[src/rtl/icache_miss_ctrl_pkg.sv]
// Shared types and helpers for the instruction-cache miss/refill controller.
package icache_miss_ctrl_pkg;

    typedef enum logic [1:0] {
        IDLE   = 2'd0,
        REQ    = 2'd1,
        FILL   = 2'd2,
        COMMIT = 2'd3
    } icache_state_t;

    localparam int WORDS_PER_LINE_DEF = 4;

    // Byte-offset width of a cache line: log2(words * bytes per word).
    function automatic int line_offs(input int words_per_line, input int data_w);
        return $clog2(words_per_line * data_w / 8);
    endfunction

endpackage

[src/rtl/icache_miss_ctrl.sv]
// Fetch-stage I-cache miss controller: stalls fetch on a miss, requests one line,
// writes the returning beats into the data array and commits the tag.
module icache_miss_ctrl
    import icache_miss_ctrl_pkg::*;
#(
    parameter int ADDR_W         = 32,
    parameter int DATA_W         = 32,
    parameter int WORDS_PER_LINE = WORDS_PER_LINE_DEF
) (
    input  logic                              clk_i,
    input  logic                              rst_n_i,
    input  logic [ADDR_W-1:0]                 pc_f_i,
    input  logic                              lookup_hit_i,
    output logic                              instr_miss_f_o,
    output logic                              instr_cache_rep_en_o,
    output logic                              mem_req_valid_o,
    input  logic                              mem_req_ready_i,
    output logic [ADDR_W-1:0]                 mem_req_addr_o,
    input  logic                              mem_rsp_valid_i,
    input  logic [DATA_W-1:0]                 mem_rsp_data_i,
    output logic                              fill_we_o,
    output logic [ADDR_W-1:0]                 fill_addr_o,
    output logic [$clog2(WORDS_PER_LINE)-1:0] fill_word_idx_o,
    output logic [DATA_W-1:0]                 fill_data_o
);

    localparam int OFFS  = line_offs(WORDS_PER_LINE, DATA_W);
    localparam int CNT_W = $clog2(WORDS_PER_LINE);
    localparam logic [CNT_W-1:0] LAST_IDX = CNT_W'(WORDS_PER_LINE - 1);

    icache_state_t     state_r;
    icache_state_t     state_next_s;
    logic [CNT_W-1:0]  cnt_r;
    logic [ADDR_W-1:0] addr_r;
    logic [ADDR_W-1:0] line_addr_s;
    logic              req_fire_s;
    logic              beat_s;
    logic              unused_offs_s;

    assign line_addr_s   = {pc_f_i[ADDR_W-1:OFFS], {OFFS{1'b0}}};
    assign unused_offs_s = ^pc_f_i[OFFS-1:0];
    assign req_fire_s    = (state_r == REQ) && mem_req_ready_i;
    assign beat_s        = (state_r == FILL) && mem_rsp_valid_i;

    // State register.
    always_ff @(posedge clk_i or negedge rst_n_i) begin
        if (!rst_n_i) begin
            state_r <= IDLE;
        end else begin
            state_r <= state_next_s;
        end
    end

    // Next-state logic; once a miss is taken the line always runs to commit.
    always_comb begin
        state_next_s = state_r;
        case (state_r)
            IDLE: begin
                if (!lookup_hit_i) begin
                    state_next_s = REQ;
                end else begin
                    state_next_s = IDLE;
                end
            end
            REQ: begin
                if (mem_req_ready_i) begin
                    state_next_s = FILL;
                end else begin
                    state_next_s = REQ;
                end
            end
            FILL: begin
                if (mem_rsp_valid_i && (cnt_r == LAST_IDX)) begin
                    state_next_s = COMMIT;
                end else begin
                    state_next_s = FILL;
                end
            end
            COMMIT:  state_next_s = IDLE;
            default: state_next_s = IDLE;
        endcase
    end

    // Line address captured on the miss and held for the whole refill.
    always_ff @(posedge clk_i or negedge rst_n_i) begin
        if (!rst_n_i) begin
            addr_r <= {ADDR_W{1'b0}};
        end else if ((state_r == IDLE) && !lookup_hit_i) begin
            addr_r <= line_addr_s;
        end else begin
            addr_r <= addr_r;
        end
    end

    // Beat counter: cleared on request handshake, wraps to zero on the last beat.
    always_ff @(posedge clk_i or negedge rst_n_i) begin
        if (!rst_n_i) begin
            cnt_r <= {CNT_W{1'b0}};
        end else if (req_fire_s) begin
            cnt_r <= {CNT_W{1'b0}};
        end else if (beat_s) begin
            if (cnt_r == LAST_IDX) begin
                cnt_r <= {CNT_W{1'b0}};
            end else begin
                cnt_r <= cnt_r + {{(CNT_W-1){1'b0}}, 1'b1};
            end
        end else begin
            cnt_r <= cnt_r;
        end
    end

    // Output decode; the stall in IDLE follows the same-cycle lookup and is masked in reset.
    always_comb begin
        instr_miss_f_o       = 1'b0;
        instr_cache_rep_en_o = 1'b0;
        mem_req_valid_o      = 1'b0;
        mem_req_addr_o       = {ADDR_W{1'b0}};
        fill_we_o            = 1'b0;
        fill_addr_o          = addr_r;
        fill_word_idx_o      = cnt_r;
        fill_data_o          = {DATA_W{1'b0}};
        case (state_r)
            IDLE: begin
                instr_miss_f_o = rst_n_i & ~lookup_hit_i;
                fill_addr_o    = {ADDR_W{1'b0}};
            end
            REQ: begin
                instr_miss_f_o  = 1'b1;
                mem_req_valid_o = 1'b1;
                mem_req_addr_o  = addr_r;
            end
            FILL: begin
                instr_miss_f_o = 1'b1;
                fill_we_o      = mem_rsp_valid_i;
                if (mem_rsp_valid_i) begin
                    fill_data_o = mem_rsp_data_i;
                end else begin
                    fill_data_o = {DATA_W{1'b0}};
                end
            end
            COMMIT: begin
                instr_miss_f_o       = 1'b1;
                instr_cache_rep_en_o = 1'b1;
            end
            default: begin
                instr_miss_f_o = 1'b0;
                fill_addr_o    = {ADDR_W{1'b0}};
            end
        endcase
    end

endmodule

[config.mk]
export PLATFORM = sky130hd
export DESIGN_NAME = icache_miss_ctrl
export DESIGN_NICKNAME = d
export VERILOG_FILES = /design/src/rtl/icache_miss_ctrl_pkg.sv /design/src/rtl/icache_miss_ctrl.sv
export SDC_FILE = /design/constraint.sdc
export NUM_CORES = 1
export LEC_CHECK = 0
export ABC_AREA = 0
export BUFFER_PORTS_ARGS = -buffer_cell sky130_fd_sc_hd__buf_2
export CAP_MARGIN = 5
export CORE_MARGIN = 5
export CORE_UTILIZATION = 38
export DETAILED_ROUTE_END_ITERATION = 10
export MAX_ROUTING_LAYER = met4
export PLACE_DENSITY = 0.81
export SYNTH_ARGS = -nofsm -noshare
export SYNTH_HDL_FRONTEND = slang
export SYNTH_SLANG_ARGS = --single-unit
[constraint.sdc]
create_clock -name clk_i -period 1.7 [get_ports clk_i]
set_input_delay 0.255 -clock clk_i [delete_from_list [all_inputs] [get_ports clk_i]]
set_output_delay 0.255 -clock clk_i [all_outputs]
set_load 0.01 [all_outputs]
==> impl_metrics.yaml <==
synthesis:
  netlist_area_sq_um: 1960
  synthCells: 193
  yosysWarnings: 0
  synth_seq_cells: 32
  synth-seq-area-share: 0.408
  syn_avg_cell_area_sq_um: 10.2
  synthDistinctLibCells: 23
pwr:
  pwr-share-comb: 0.611
  pwr-share-seq: 0.262
  p_leak_nw: 1.86
  p_per_area_nw_per_um2: 1800
  p_clk_frac: 0.126
  report.power.total_mw: 5.57
  power.switching_mw: 2.14
  irDropWorstVdd_v: 0.000902
  switching_share: 0.384
  internal_power_mw: 3.43
floorplanning:
  design.die.area_sq_um: 6700
  initial_core_util: 0.387
  placementRows: 26
  die_h_um: 81.9
  die_w_um: 81.9
  pin_count: 171
  coreArea_sq_um: 5070
worst_setup_path:
  crit_buf_inv: 2
  end_kind: "output pin"
  start_kind: "register"
  worstPathRequired_ns: 1.44
  crit_slowest_cell: "dfrtp_2"
  arrival_ns: 1.42
  cp_cell_sequence: "nor2_4 -> buf_6 -> and2b_1 -> buf_2"
  critPathMaxStageDelay_ns: 0.48
  cp_max_fo: 8
  cp_top_family: "flip-flops"
  path_class: "register to output pin"
final_layout:
  area_growth_pct: 57.9
  fillers: 471
  drive_gt1_frac: 0.616
  multi_input_area_sq_um: 1070
  ff_latch_area_sq_um: 803
  n_antenna_cell: 0
  final_common_cell: "buf_2"
  mostFrequentLayoutCells: "buf_2, and3_1, dfrtp_1, mux2_2, and2_1"
  finalNetCount: 431
routing:
  viasPerCell: 4.50
  drc: 0
  dr.pass1.iters: 4
  vias: 1946
  wl_um: 6120
  wl_per_cell_um: 14.2
  ant_nets: 0
  drtIter0Drc: 64
clock_tree:
  clkSinkCount: 32
  clock_latency_ns: 0.28
  holdBufCountCts: 0
  htreeDepth: 2
  clkTransAtPathRegs_ns: 0.07
  cts_tree: "done"
  ctsRootBufferMaster: "clkbuf_8"
  cts_max_path_buffers: 2
  cts_buffers: 5
placement:
  dp.final_hpwl_um: 4640
  gp_congestion: 0.735
  port_buffers: 158
grt:
  overflow: 0
  antenna_found_initial: 0
  grt_pass1_vias: 1645
  grt_use_total: 0.164
  grt_pass1_wl_um: 8130
  grt_max_degree: 39
run_status:
  outcome: "complete, no violations"
timing:
  tns_ns: 0
  setup_viol: 0
  finalCritPeriodShare: 0.984
  drv_slew: 0
  rsz0062_at_grt: "yes"
  fin_crit_ns: 1.67
  fin_worst_skew_ns: 0.00519
  fmax_ghz: 0.598
  hold_viol_final: 0
run:
  drv_cap: 0
hold_path:
  holdCritPathClass: "input port to async pin"
-- state kept, by name (all words and copies together), names as in the netlist, named ones only --
register	flops
state_r	1
fill_word_idx_o	2
addr_r	28
-- power groups by stage --
| stage | clock network (mW) | registers, mW | logic, mW |
|---|---|---|---|
| 2_1_floorplan | 0 | 1.35 | 1.92 |
| 3_3_place_gp | 0 | 1.43 | 2.90 |
| 3_5_place_dp | 0 | 1.46 | 2.97 |
| 4_1_cts | 0.725 | 1.45 | 3.05 |
| 5_1_grt | 0.767 | 1.54 | 3.71 |
| 6_report | 0.704 | 1.46 | 3.41 |
-- through the flow --
stage	instance area [sq um]	worst slack (ns)	cells	hold WS [ns]	util
6_report	3100	0.0274	432	0.00490	0.610
5_1_grt	3100	-0.0602	432	0.0344	0.610
4_1_cts	2940	0.00769	423	0.0200	0.580
3_5_place_dp	2810	0.160	413	0.324	0.553
3_3_place_gp	2810	0.181	413	0.320	0.553
2_1_floorplan	1990	0.154	200	-0.0406	-
-- cell usage after synthesis (all sizes together) --
| cell type | number | area, sq um |
|---|---|---|
| buf | 11 | 93.8 |
| o21ai | 2 | 10.0 |
| clkbuf | 13 | 48.8 |
| and2 | 29 | 181 |
| nand2 | 1 | 3.75 |
| ha | 1 | 12.5 |
| o31ai | 1 | 7.51 |
| o211ai | 1 | 7.51 |
| conb | 1 | 3.75 |
| nor3 | 1 | 16.3 |
| o2bb2ai | 1 | 8.76 |
| inv | 3 | 11.3 |
| nor2 | 2 | 7.51 |
| and3 | 32 | 200 |
| o22ai | 1 | 6.26 |
| nand3b | 1 | 7.51 |
| dfrtp | 32 | 801 |
| nor2b | 17 | 106 |
| and2b | 13 | 97.6 |
| mux2i | 1 | 10.0 |
| a21oi | 1 | 5.00 |
| mux2 | 28 | 315 |
-- cell families (layout without fill, tap and decap cells) --
group | after synthesis | after routing | share of synthesized area
flip-flops | 32 | 32 | 0.408
AND/OR/NAND/NOR | 96 | 96 | 0.316
adder cells (fa/ha/maj) | 1 | 1 | 0.00638
other | 1 | 8 | 0.00191
multiplexers | 29 | 29 | 0.166
buffers and inverters | 27 | 189 | 0.0784
AO/OA/AOI/OAI | 7 | 7 | 0.0230
-- worst register-to-register path: stages, from the launching register on --
cell and delay (ns):
dfrtp_2 0.48, buf_4 0.16, buf_4 0.13, nor3_4 0.16, buf_4 0.25, mux2_2 0.37
-- what timing repair did --
item	CTS	global route
endpoints found under the setup margin	71	74
buffers inserted	2	8
resized for setup	5	20
gates cloned	0	1
pin swaps	0	1
-- path summary, 6_finish.rpt --
path	from	endpoint	slack (ns)	cells after the start
hold reg to reg	addr_r[4]	addr_r[4]	0.52	1
max in group asynchronous	rst_n_i	state_r[0]	1.39	2
hold / removal	rst_n_i	addr_r[18]	0.005	2
setup reg to reg	state_r[0]	addr_r[16]	0.05	5
setup / recovery	state_r[0]	fill_addr_o[27]	0.03	4
min in group clk_i	pc_f_i[25]	addr_r[25]	0.20	2
-- area by class of cell --
| class | instances | area share |
|---|---|---|
| Multi-Input combinational cell | 141 | 0.345 |
| Timing Repair Buffer | 178 | 0.329 |
| Sequential cell | 32 | 0.259 |
| Tap cell | 70 | 0.0283 |
| Clock buffer | 6 | 0.0234 |
| Clock inverter | 2 | 0.0113 |
| Inverter | 3 | 0.00363 |
-- routing by layer --
layer,up-vias,wire length [um],track usage
li1,963,-,-
met1,912,2410,0.212
met2,60,3290,0.254
met3,11,320,0.0285
met4,0,99,0.0664
met5,-,0,-
Power figures use the tool's default switching activity.
